### config.mk
export PLATFORM = sky130hd
export DESIGN_NAME = sync_fifo_param_flat
export DESIGN_NICKNAME = d
export VERILOG_FILES = /design/src/rtl/sync_fifo_param_if.sv /design/src/rtl/sync_fifo_param.sv /design/src/flat_wrapper.sv
export SDC_FILE = /design/constraint.sdc
export NUM_CORES = 1
export LEC_CHECK = 0
export ABC_AREA = 1
export ABC_CLOCK_PERIOD_IN_PS = 2750
export CAP_MARGIN = 10
export CORE_UTILIZATION = 35
export CTS_CLUSTER_DIAMETER = 50
export DETAILED_ROUTE_END_ITERATION = 16
export DONT_BUFFER_PORTS = 1
export GPL_TIMING_DRIVEN = 0
export PLACE_DENSITY = 0.54
export SETUP_SLACK_MARGIN = 0.02
export SLEW_MARGIN = 20
export SYNTH_ARGS = -nofsm -noshare
export SYNTH_HDL_FRONTEND = slang
export SYNTH_SLANG_ARGS = --single-unit
### constraint.sdc
create_clock -name clk -period 2.75 [get_ports clk]
set_clock_uncertainty 0.05 [all_clocks]
set_input_delay 0.4125 -clock clk [delete_from_list [all_inputs] [get_ports clk]]
set_output_delay 0.4125 -clock clk [all_outputs]
set_load 0.01 [all_outputs]
### src/rtl/sync_fifo_param_if.sv
// Handshake and status bundle for sync_fifo_param.
// The master side drives requests; the slave side owns data and flags.
interface sync_fifo_param_if #(
    parameter int DATA_W = 8,
    parameter int ADDR_W = 3
);
    logic              wr;
    logic [DATA_W-1:0] w_data;
    logic              rd;
    logic [DATA_W-1:0] r_data;
    logic              full;
    logic              empty;
    logic              almost_full;
    logic              almost_empty;
    logic [ADDR_W:0]   count;
    logic              overflow;
    logic              underflow;

    modport master (
        output wr, w_data, rd,
        input  r_data, full, empty, almost_full, almost_empty,
        input  count, overflow, underflow
    );

    modport slave (
        input  wr, w_data, rd,
        output r_data, full, empty, almost_full, almost_empty,
        output count, overflow, underflow
    );
endinterface

### src/rtl/sync_fifo_param.sv
// Synchronous FIFO, 2^ADDR_W x DATA_W, registered read data, threshold flags.
// Define SYNC_FIFO_ERR_FLAGS_EN to get sticky overflow/underflow registers.
module sync_fifo_param #(
    parameter int DATA_W   = 8,
    parameter int ADDR_W   = 3,
    parameter int AF_LEVEL = 6,
    parameter int AE_LEVEL = 1
) (
    input logic              clk,
    input logic              rst,
    sync_fifo_param_if.slave bus
);
    localparam int DEPTH = 1 << ADDR_W;
    localparam logic [ADDR_W:0] PTR_ONE = (ADDR_W+1)'(1);
    localparam logic [ADDR_W:0] AF_THR  = (ADDR_W+1)'(AF_LEVEL);
    localparam logic [ADDR_W:0] AE_THR  = (ADDR_W+1)'(AE_LEVEL);

    logic [DATA_W-1:0] mem [DEPTH];
    logic [ADDR_W:0]   w_ptr;
    logic [ADDR_W:0]   r_ptr;
    logic [ADDR_W:0]   cnt;
    logic [DATA_W-1:0] r_data_q;
    logic              full_w;
    logic              empty_w;
    logic              wr_ok;
    logic              rd_ok;

    // Extra wrap bit distinguishes full from empty when addresses match
    assign empty_w = (w_ptr == r_ptr);
    assign full_w  = (w_ptr[ADDR_W] != r_ptr[ADDR_W]) &&
                     (w_ptr[ADDR_W-1:0] == r_ptr[ADDR_W-1:0]);
    assign cnt     = w_ptr - r_ptr;
    assign wr_ok   = bus.wr && !full_w;
    assign rd_ok   = bus.rd && !empty_w;

    always_ff @(posedge clk) begin
        if (rst) begin
            w_ptr    <= '0;
            r_ptr    <= '0;
            r_data_q <= '0;
        end else begin
            if (wr_ok) begin
                w_ptr <= w_ptr + PTR_ONE;
            end
            if (rd_ok) begin
                r_data_q <= mem[r_ptr[ADDR_W-1:0]];
                r_ptr    <= r_ptr + PTR_ONE;
            end
        end
    end

    // Array is never cleared; resetting the pointers discards its contents
    always_ff @(posedge clk) begin
        if (wr_ok && !rst) begin
            mem[w_ptr[ADDR_W-1:0]] <= bus.w_data;
        end
    end

    assign bus.r_data       = r_data_q;
    assign bus.full         = full_w;
    assign bus.empty        = empty_w;
    assign bus.count        = cnt;
    assign bus.almost_full  = (cnt >= AF_THR);
    assign bus.almost_empty = (cnt <= AE_THR);

`ifdef SYNC_FIFO_ERR_FLAGS_EN
    logic ovf_q;
    logic udf_q;

    always_ff @(posedge clk) begin
        if (rst) begin
            ovf_q <= 1'b0;
            udf_q <= 1'b0;
        end else begin
            if (bus.wr && full_w) begin
                ovf_q <= 1'b1;
            end
            if (bus.rd && empty_w) begin
                udf_q <= 1'b1;
            end
        end
    end

    assign bus.overflow  = ovf_q;
    assign bus.underflow = udf_q;
`else
    assign bus.overflow  = 1'b0;
    assign bus.underflow = 1'b0;
`endif
endmodule

### src/flat_wrapper.sv
// flat-port wrapper written by rule: the top's interface ports become plain ports
module sync_fifo_param_flat 
#(
    parameter int DATA_W   = 8,
    parameter int ADDR_W   = 3,
    parameter int AF_LEVEL = 6,
    parameter int AE_LEVEL = 1
)
  (clk, rst, bus_wr, bus_w_data, bus_rd, bus_r_data, bus_full, bus_empty, bus_almost_full, bus_almost_empty, bus_count, bus_overflow, bus_underflow);
  sync_fifo_param_if #(.DATA_W(DATA_W), .ADDR_W(ADDR_W)) bus_i ();
  input logic clk;
  input logic rst;
  input wire logic [$bits(bus_i.wr)-1:0] bus_wr;
  input wire logic [$bits(bus_i.w_data)-1:0] bus_w_data;
  input wire logic [$bits(bus_i.rd)-1:0] bus_rd;
  output wire logic [$bits(bus_i.r_data)-1:0] bus_r_data;
  output wire logic [$bits(bus_i.full)-1:0] bus_full;
  output wire logic [$bits(bus_i.empty)-1:0] bus_empty;
  output wire logic [$bits(bus_i.almost_full)-1:0] bus_almost_full;
  output wire logic [$bits(bus_i.almost_empty)-1:0] bus_almost_empty;
  output wire logic [$bits(bus_i.count)-1:0] bus_count;
  output wire logic [$bits(bus_i.overflow)-1:0] bus_overflow;
  output wire logic [$bits(bus_i.underflow)-1:0] bus_underflow;
  assign bus_i.wr = bus_wr;
  assign bus_i.w_data = bus_w_data;
  assign bus_i.rd = bus_rd;
  assign bus_r_data = bus_i.r_data;
  assign bus_full = bus_i.full;
  assign bus_empty = bus_i.empty;
  assign bus_almost_full = bus_i.almost_full;
  assign bus_almost_empty = bus_i.almost_empty;
  assign bus_count = bus_i.count;
  assign bus_overflow = bus_i.overflow;
  assign bus_underflow = bus_i.underflow;
  sync_fifo_param #(.DATA_W(DATA_W), .ADDR_W(ADDR_W), .AF_LEVEL(AF_LEVEL), .AE_LEVEL(AE_LEVEL)) u_core (.clk(clk), .rst(rst), .bus(bus_i));
endmodule
==> results of run 1 <==
-- cell usage in the layout, fill, tap and decap left out, types with 2 or more instances in the layout --
cell / synthesis / final
inv_4: 2 / 3
conb_1: 1 / 2
inv_1: 59 / 59
clkbuf_1: 1 / 2
buf_2: 5 / 3
o21ai_0: 5 / 4
dfxtp_1: 16 / 14
or2_2: 2 / 2
xor2_1: 3 / 3
clkinv_1: 0 / 2
buf_6: 5 / 6
nand2_2: 3 / 4
buf_4: 4 / 4
inv_2: 4 / 3
nor2_2: 0 / 5
edfxtp_1: 64 / 64
bufinv_16: 0 / 2
nor2_4: 1 / 4
a21oi_1: 8 / 8
dfxtp_2: 0 / 2
a21oi_2: 7 / 7
nand2_1: 106 / 105
clkbuf_8: 0 / 9
ha_1: 5 / 4
nand2_4: 3 / 3
nand3_1: 53 / 53
-- through the flow --
stage          util, %  cells  power, uW  setup TNS [ns]  setup slack [ns]
2_1_floorplan        -    373       1830               0             0.470
3_3_place_gp      37.6    509       1960           -7.16            -0.218
3_5_place_dp      37.6    509       1970           -9.02            -0.256
4_1_cts           40.1    525       2900               0            0.0225
5_1_grt           40.3    525       3010               0            0.0457
6_report          40.3    525       2880               0             0.171
-- cell type report --
type / count / area (sq um) / area share (%)
Multi-Input combinational cell: 212 / 1110 / 26.8
Clock buffer: 10 / 128 / 3.09
Clock inverter: 6 / 83.8 / 2.03
Tap cell: 136 / 170 / 4.12
Inverter: 65 / 251 / 6.09
Sequential cell: 80 / 2240 / 54.4
Buffer: 16 / 144 / 3.49
-- synthesized netlist by cell type --
| cell | number | share of area, % |
|---|---|---|
| edfxtp_1 | 64 | 52 |
| dfxtp_1 | 16 | 8.7 |
| buf_12 | 1 | 0.55 |
| conb_1 | 1 | 0.10 |
| nand3_1 | 53 | 7.2 |
| xnor2_1 | 1 | 0.24 |
| buf_6 | 5 | 1.5 |
| inv_2 | 4 | 0.41 |
| buf_2 | 5 | 0.68 |
| nor3_1 | 1 | 0.14 |
| buf_4 | 4 | 0.82 |
| or2_2 | 2 | 0.34 |
| nand2_1 | 106 | 11 |
| nor3_2 | 1 | 0.27 |
| ha_1 | 5 | 1.7 |
| nor2_4 | 1 | 0.31 |
| a21oi_1 | 8 | 1.1 |
| clkbuf_1 | 1 | 0.10 |
| nand2_4 | 3 | 0.92 |
| nand2_2 | 3 | 0.51 |
| fa_1 | 1 | 0.55 |
| o21ai_0 | 5 | 0.68 |
| nand3_2 | 1 | 0.27 |
| a21oi_2 | 7 | 1.7 |
| nor2_1 | 9 | 0.92 |
| xor2_1 | 3 | 0.72 |
| inv_1 | 59 | 6.0 |
| inv_4 | 2 | 0.34 |
-- worst paths after layout --
| kind | from | end | slack (ns) | cells after the start |
|---|---|---|---|---|
| worst min register to register | u_core.w_ptr[3] | u_core.w_ptr[3] | 0.43 | 2 |
| worst max register to register | u_core.r_ptr[1] | u_core.mem[5][4] | 0.19 | 11 |
| worst max-delay path | u_core.w_ptr[0] | bus_almost_empty | 0.17 | 6 |
| worst min-delay path | rst | u_core.w_ptr[3] | 0.07 | 1 |
-- power breakdown --
part	internal, uW	switching (uW)
clock	507	418
sequential	1350	39.2
combinational	198	369
-- registers in the layout, indices dropped and copies added, names as in the netlist --
register,cells
u_core.bus.r_data,8
u_core.mem,64
u_core.w_ptr,4
u_core.r_ptr,4
-- layer usage --
| metal | vias to the layer above | routed length [microns] | share of wire [%] | GRT usage, % |
|---|---|---|---|---|
| met5 | - | 0 | 0 | 0 |
| met3 | 4 | 431 | 5.5 | 3.45 |
| met2 | 49 | 3830 | 49 | 25.6 |
| met1 | 1113 | 3520 | 45 | 19.8 |
| li1 | 1216 | - | - | - |
| met4 | 0 | 62 | 0.79 | 6.43 |
-- timing repair --
| item | CTS | global route |
|---|---|---|
| resized for setup | 12 | 9 |
| endpoints found under the setup margin | 67 | 34 |
| gates cloned | 0 | 0 |
-- cell families (layout without fill, tap and decap cells) --
family,after synthesis,after routing
XOR/XNOR,4,4
buffers and inverters,81,97
AND/OR/NAND/NOR,180,180
other,1,2
flip-flops,80,80
adder cells (fa/ha/maj),6,6
AO/OA/AOI/OAI,20,20
-- worst max-delay path, stage by stage, from the launching register on --
cell and delay (ns):
dfxtp_2 0.41, inv_1 0.09, ha_1 0.21, fa_1 0.38, xnor2_1 0.20, or2_2 0.31, nor2_2 0.16
==> results_dict.tcl, run 1 <==
set metrics [dict create \
    num_vias 2382 \
    cts-root-buf "clkbuf_8" \
    ys_types 28 \
    min_path_type "input pin to flip-flop" \
    ys_seq_area_share_pct 61.1 \
    rows 37 \
    core_sq_um 10200 \
    critPathMaxFanout 6 \
    yosys.area_share.adder_pct 2.25 \
    maxSlewViolCount 0 \
    irDropWorstVdd_mv 0.289 \
    clk_pin_slew_worst_paths_ns 0.08 \
    crit_required_ns 2.29 \
    nNetsFinal 402 \
    power.density_nw_per_um2 698 \
    tritoncts "done" \
    status "complete, no violations" \
    die-area_sq_um 10900 \
    crit_type "flip-flop to output pin" \
    cap_violations 0 \
    clock_sinks 80 \
    die_y_microns 104 \
    syn2layout_area_growth_pct 12.4 \
    wire_per_inst_microns 15.0 \
    rsz0062_at_grt "no" \
    diodes 0 \
    synth_warnings 0 \
    pin_count 30 \
    drive_above_1_share_pct 16.5 \
    grt_pass1_wl_microns 12500 \
    setup_violations 0 \
    fp.dieW_microns 104 \
    finalWirelength_microns 7850 \
    post_cts.repair.setup_buffers 0 \
    synthCells 372 \
    syn_avg_cell_area_sq_um 9.87 \
    hold_slack_ns 0.0694 \
    synth.cell_area_sq_um 3670 \
    yosys_register_bits 80 \
    ant_nets 0 \
    gp_congestion 0.780 \
    htreeDepth 3 \
    finalHoldViolCount 0 \
    cp-start-kind "flip-flop" \
    drt_iter0_drc 86 \
    grt_max_degree 14 \
    place_hpwl_microns 5330 \
    start_util_pct 35.9 \
    leakage_uw 0.00170 \
    antenna_found_initial 0 \
    fillers 989 \
    synth_compound_area_share_pct 3.44 \
    avgViaCountPerCell 4.54 \
    post-route-drc-count 0 \
    grt-ovfl-total 0 \
    placed_area_sq_um 3850 \
    max_slew.worst_pin.slew_ns 0.690 \
    numPortBuffers 0 \
    grt_use_total_pct 15.6 \
    finalCriticalPeriod_ns 2.58 \
    finalCritPeriodShare_pct 93.8 \
    synth_top_family_by_area "simple AND/OR/NAND/NOR gates" \
    clkLatencyLatePin_ns 0.35 \
    grt_pass1_vias 2332 \
    crit_path_end_kind "output pin" \
    clk_path_buf_depth 2 \
    crit_arrival_ns 2.12 \
    synthXorXnorAreaFrac_pct 0.954 \
    fmax_mhz 388 \
    cts_hold_buf 0 \
    synthSimpleGateAreaFrac_pct 21.7 \
    firstDrtPassIters 5 \
    relSlewSlack_pct 54.0 \
    fin_area_sq_um 4130 \
    synthMuxAreaShare_pct 0 \
    cts_inserted_buffers 9 \
]
(Power assumes the default switching activity.)
==> run 2: changes to the inputs <==
--- a/config.mk
+++ b/config.mk
@@ -5,7 +5,6 @@
 export SDC_FILE = /design/constraint.sdc
 export NUM_CORES = 1
 export LEC_CHECK = 0
-export ABC_AREA = 1
 export ABC_CLOCK_PERIOD_IN_PS = 2750
 export CAP_MARGIN = 10
 export CORE_UTILIZATION = 35
==> results_dict.tcl, run 2 <==
set metrics [dict create \
    status "complete, no violations" \
    wirelength_met1_microns 2960 \
    fmax_mhz 384 \
    critPathMaxFanout 10 \
    tritoncts "done" \
    numPortBuffers 0 \
    synth-edff-count 64 \
    syn2layout_area_growth_pct 18.2 \
    synth.area.top_cells "edfxtp_1, mux4_2, dfxtp_1" \
    min_path_type "input pin to flip-flop" \
    antenna_found_initial 0 \
    finalHoldViolCount 0 \
    fin_ws_ns 0.145 \
    pwr-share-seq_pct 50.3 \
    synth_top_area_share_pct 58.2 \
    hold_slack_ns 0.106 \
    synthTopCellsByCount "edfxtp_1, nor2_1, dfxtp_1, mux4_2, mux2i_1" \
    leakage_uw 0.00126 \
    grt_use_total_pct 13.9 \
    tns_ns 0 \
    yosys_register_bits 80 \
    seqCellArea_sq_um 2240 \
    comb_power_share_pct 13.0 \
    wl_met3_microns 203 \
    p_int_uw 2110 \
    crit_required_ns 2.77 \
    p_sw_uw 648 \
    synth_top_flop_cell "edfxtp_1" \
    post-route-drc-count 0 \
    maxSlewViolCount 0 \
    drive_above_1_share_pct 29.2 \
    setup_violations 0 \
    die-area_sq_um 9830 \
    grt_pass1_wl_microns 9740 \
    r2r_setup_slack_ns 0.14 \
    die_y_microns 99.1 \
    cap_violations 0 \
    grt-ovfl-total 0 \
    irDropWorstVdd_mv 0.232 \
    p_sw_share_pct 23.5 \
    finalCritPeriodShare_pct 94.7 \
    synth.cell_area_sq_um 3300 \
    ant_nets 0 \
    finalCriticalPeriod_ns 2.61 \
    synth_warnings 0 \
    finalWirelength_microns 6210 \
    diodes 0 \
    finalCoreUtilization_pct 42.4 \
    firstDrtPassIters 4 \
    largest_reg_flops 64 \
    htreeDepth 3 \
    clock_sinks 80 \
    cts_inserted_buffers 9 \
    ys_types 38 \
    nNetsFinal 233 \
    layout_common_cells "edfxtp_1, nor2_1, mux4_2, dfxtp_1, mux2i_1" \
    synthCells 197 \
    fillers 834 \
    avgViaCountPerCell 5.00 \
    multiInputGateArea_sq_um 1070 \
    ys_seq_area_share_pct 67.9 \
    cp-start-kind "flip-flop" \
    top_layer "met4" \
    critPathMaxStageDelay_ns 0.35 \
    drt_iter0_drc 43 \
    post-place-ws_ns -0.897 \
    async_flop_share_pct 0 \
    clkPwrFrac_pct 36.7 \
    final_common_cell "edfxtp_1" \
    gp_congestion 0.684 \
    rsz0062_at_grt "no" \
    fp.dieW_microns 99.1 \
    synth_most_common_cell "edfxtp_1" \
    syn_avg_cell_area_sq_um 16.8 \
    relSlewSlack_pct 57.3 \
    cts_hold_buf 0 \
    crit_path_end_kind "flip-flop" \
    num_vias 1650 \
    crit_arrival_ns 2.62 \
    grt_max_degree 20 \
    clk_path_buf_depth 2 \
    yosysTopAreaCell "edfxtp_1" \
    max_slew.worst_pin.slew_ns 0.641 \
    power.density_nw_per_um2 707 \
    start_util_pct 35.9 \
    wire_per_inst_microns 18.8 \
    total_power_uw 2760 \
    clkLatencyLatePin_ns 0.34 \
    place_hpwl_microns 4000 \
    pin_count 30 \
    grt_pass1_vias 1750 \
    cp_slowest_cell "nor4_4" \
    path_cells "buf_4, buf_6, inv_1, ha_2, nand3_4, o21ai_1, or2_4, nor4_4, buf_12" \
    core_sq_um 9200 \
    crit_type "flip-flop to flip-flop" \
    rows 35 \
    met2WireLength_microns 2920 \
    cts-root-buf "clkbuf_8" \
    clk_pin_slew_worst_paths_ns 0.08 \
]
-- run 2: critical path: cells and delay by family (launching register included) --
kind                     cells  cell delay [ns]
AO/OA/AOI/OAI                1             0.15
adder cells (fa/ha/maj)      1             0.34
buffers and inverters        4             0.65
flip-flops                   1             0.32
AND/OR/NAND/NOR              3             0.82
-- run 2: metrics by stage --
step,instances,area (sq um)
2_1_floorplan,198,3330
3_3_place_gp,309,3470
3_5_place_dp,309,3480
4_1_cts,329,3860
5_1_grt,330,3900
6_report,330,3900
-- run 2: cells by family (layout without fill, tap and decap cells) --
| kind of cell | after synthesis | after routing | synth area share (%) |
|---|---|---|---|
| AO/OA/AOI/OAI | 19 | 19 | 4.21 |
| adder cells (fa/ha/maj) | 6 | 6 | 2.50 |
| multiplexers | 26 | 26 | 13.9 |
| flip-flops | 80 | 80 | 67.9 |
| XOR/XNOR | 8 | 8 | 2.35 |
| other | 1 | 2 | 0.114 |
| AND/OR/NAND/NOR | 38 | 38 | 5.42 |
| buffers and inverters | 19 | 40 | 3.56 |
-- run 2: final timing paths --
path / from / to / cells past startpoint
worst max-delay path: u_core.r_ptr[2] / u_core.mem[1][0] / 9
worst min-delay path: bus_w_data[6] / u_core.mem[4][6] / 0
worst max register to register: u_core.r_ptr[2] / u_core.mem[1][0] / 9
worst min register to register: u_core.w_ptr[0] / u_core.w_ptr[0] / 2
-- run 2: power by group through the flow --
| stage | Clock [uW] | Sequential (uW) | Combinational, uW |
|---|---|---|---|
| 2_1_floorplan | 0 | 1400 | 270 |
| 3_3_place_gp | 0 | 1410 | 325 |
| 3_5_place_dp | 0 | 1410 | 327 |
| 4_1_cts | 1040 | 1390 | 348 |
| 5_1_grt | 1090 | 1390 | 399 |
| 6_report | 1010 | 1390 | 358 |
-- run 2: timing repair --
action,4_1_cts,5_1_grt
setup endpoints to repair,69,19
setup buffers,6,1
gates resized for setup,21,7
gates cloned,0,0
pin swaps,5,1
-- run 2: metal layers --
metal  GRT usage [%]  vias up
met5               0        -
met4            7.81        0
met3            2.53       11
met2            22.3       35
met1            18.1      818
li1                -      786
-- run 2: final cells by class --
class	count	share of cell area [%]
sequential	80	57.5
multi-input combinational	99	27.3
buffer	11	2.60
clock inverter	5	2.73
clock buffer	10	3.27
inverter	7	0.674
tap	111	3.56
timing repair buffer	7	2.31
==> run 3: changes to the inputs <==
--- a/config.mk
+++ b/config.mk
@@ -5,7 +5,7 @@
 export SDC_FILE = /design/constraint.sdc
 export NUM_CORES = 1
 export LEC_CHECK = 0
-export ABC_CLOCK_PERIOD_IN_PS = 2750
+export ABC_CLOCK_PERIOD_IN_PS = 2700
 export CAP_MARGIN = 10
 export CORE_UTILIZATION = 35
 export CTS_CLUSTER_DIAMETER = 50
@@ -14,7 +14,6 @@
 export GPL_TIMING_DRIVEN = 0
 export PLACE_DENSITY = 0.54
 export SETUP_SLACK_MARGIN = 0.02
-export SLEW_MARGIN = 20
 export SYNTH_ARGS = -nofsm -noshare
 export SYNTH_HDL_FRONTEND = slang
 export SYNTH_SLANG_ARGS = --single-unit
==> constraint.sdc (replaced) <==
create_clock -name clk -period 2.7 [get_ports clk]
set_clock_uncertainty 0.05 [all_clocks]
set_input_delay 0.405 -clock clk [delete_from_list [all_inputs] [get_ports clk]]
set_output_delay 0.405 -clock clk [all_outputs]
set_load 0.01 [all_outputs]
==> results_dict.tcl, run 3 (synthesized netlist as in run 2, its figures left out) <==
set metrics [dict create \
    grt_use_total_pct 13.9 \
    power.density_nw_per_um2 679 \
    irDropWorstVdd_mv 0.304 \
    htreeDepth 3 \
    maxSlewViolCount 0 \
    leakage_uw 0.00124 \
    hold_slack_ns 0.0994 \
    fp.dieW_microns 99.1 \
    cp_slowest_cell "ha_2" \
    placed_cells 309 \
    p_int_uw 1960 \
    layout_common_cells "edfxtp_1, nor2_1, mux4_2, dfxtp_1, mux2i_1" \
    finalCritPeriodShare_pct 94.4 \
    finalCriticalPeriod_ns 2.55 \
    antenna_found_initial 0 \
    critPathMaxFanout 10 \
    worst_r2r_endpoint "u_core.mem[1][1]" \
    setup_violations 0 \
    diodes 0 \
    cts_hold_buf 0 \
    min_path_type "input pin to flip-flop" \
    wire_per_inst_microns 18.7 \
    rows 35 \
    finalHoldViolCount 0 \
    syn2layout_area_growth_pct 16.8 \
    drt_iter0_drc 63 \
    ant_nets 0 \
    place_hpwl_microns 4010 \
    path_cells "buf_4, buf_6, inv_1, ha_2, o21ai_1, a21o_1, a211oi_2" \
    r2r_cells 9 \
    cts_inserted_buffers 9 \
    rsz0062_at_grt "no" \
    p_sw_uw 663 \
    max_slew.worst_pin.slew_ns 0.631 \
    die-area_sq_um 9830 \
    tritoncts "done" \
    worst_path_dominant_cell_family "compound AO/OA/AOI/OAI gates" \
    clk_pin_slew_worst_paths_ns 0.08 \
    gp_congestion 0.684 \
    nNetsFinal 235 \
    post-place-ws_ns -0.925 \
    post-route-drc-count 0 \
    total_power_uw 2620 \
    cap_violations 0 \
    firstDrtPassIters 4 \
    fin_ws_ns 0.151 \
    grt-ovfl-total 0 \
    final_common_cell "edfxtp_1" \
    status "complete, no violations" \
    pin_count 30 \
    cts-root-buf "clkbuf_8" \
    clkPwrFrac_pct 32.1 \
    grt_pass1_wl_microns 9740 \
    critPathMaxStageDelay_ns 0.38 \
    die_y_microns 99.1 \
    avgViaCountPerCell 4.98 \
    comb_power_share_pct 14.0 \
    largest_reg_flops 64 \
    drive_above_1_share_pct 29.9 \
    clkLatencyLatePin_ns 0.34 \
    hold_start "bus_w_data[6]" \
    clock_sinks 80 \
    start_util_pct 35.9 \
    fmax_mhz 392 \
    numPortBuffers 0 \
    crit_required_ns 2.25 \
    finalWirelength_microns 6220 \
    holdPathEnd "u_core.mem[2][6]" \
    crit_arrival_ns 2.09 \
    clk_path_buf_depth 2 \
    crit_type "flip-flop to output pin" \
    critPathBufInv 3 \
    grt_max_degree 20 \
    num_vias 1653 \
    relSlewSlack_pct 57.9 \
    min_path_cells 0 \
    r2r_setup_slack_ns 0.17 \
    p_sw_share_pct 25.3 \
    core_sq_um 9200 \
    grt_pass1_vias 1738 \
    startpoint "u_core.r_ptr[2]" \
    pwr-share-seq_pct 53.9 \
    crit_path_end_kind "output pin" \
    cp-start-kind "flip-flop" \
    reg2reg_from "u_core.r_ptr[2]" \
    final_cell_count_no_fill 332 \
]
-- run 3: worst reg2reg max path: cells and delay by family (launching register included) --
family	cells	cell delay (ns)
adder cells (fa/ha/maj)	1	0.33
AND/OR/NAND/NOR	3	0.77
AO/OA/AOI/OAI	1	0.15
buffers and inverters	4	0.64
flip-flops	1	0.31
-- run 3: layer usage --
| metal | part of all wire [%] | GRT usage [%] |
|---|---|---|
| met4 | 2.1 | 7.47 |
| met3 | 3.3 | 2.67 |
| met1 | 46 | 17.7 |
| met5 | 0 | 0 |
| met2 | 48 | 22.5 |
-- run 3: timing repair --
action,in CTS,in global routing
endpoints found under the setup margin,69,27
buffers inserted,6,3
pin swaps,5,2
resized for setup,22,8
-- run 3: worst max-delay path by stage --
stage	end	cells after the start	slack (ns)
5_1_grt	bus_almost_empty	7	0.02
3_5_place_dp	u_core.mem[0][3]	8	-0.93
3_3_place_gp	u_core.mem[0][3]	8	-0.85
2_1_floorplan	u_core.mem[1][0]	8	-0.003
6_report	bus_almost_empty	7	0.15
4_1_cts	u_core.mem[0][6]	9	0.03
-- run 3: final cells by class --
| type | count | area, sq um |
|---|---|---|
| clock buffers | 9 | 124 |
| multi-input cells | 99 | 1070 |
| plain buffers | 11 | 101 |
| well taps | 111 | 139 |
| clock inverters | 6 | 60.1 |
| inverters | 7 | 26.3 |
| flip-flops and latches | 80 | 2240 |
| repair buffers | 9 | 96.3 |
| fillers | 830 | 5340 |
-- run 3: power groups by stage --
stage                     Clock, uW  Sequential, uW  Combinational (uW)
final                           842            1410                 367
after detailed placement          0            1440                 331
after floorplan                   0            1430                 275
after global routing            918            1420                 407
after CTS                       872            1410                 353
after global placement            0            1440                 331
-- run 3: metrics by stage --
stage               instance area, sq um  util [%]  TNS (ns)
CTS                                 3800      41.3         0
floorplan                           3330         -   -0.0234
detailed placement                  3470      37.7    -45.62
global route                        3860      41.9         0
global placement                    3470      37.7    -44.72
finish                              3860      41.9         0
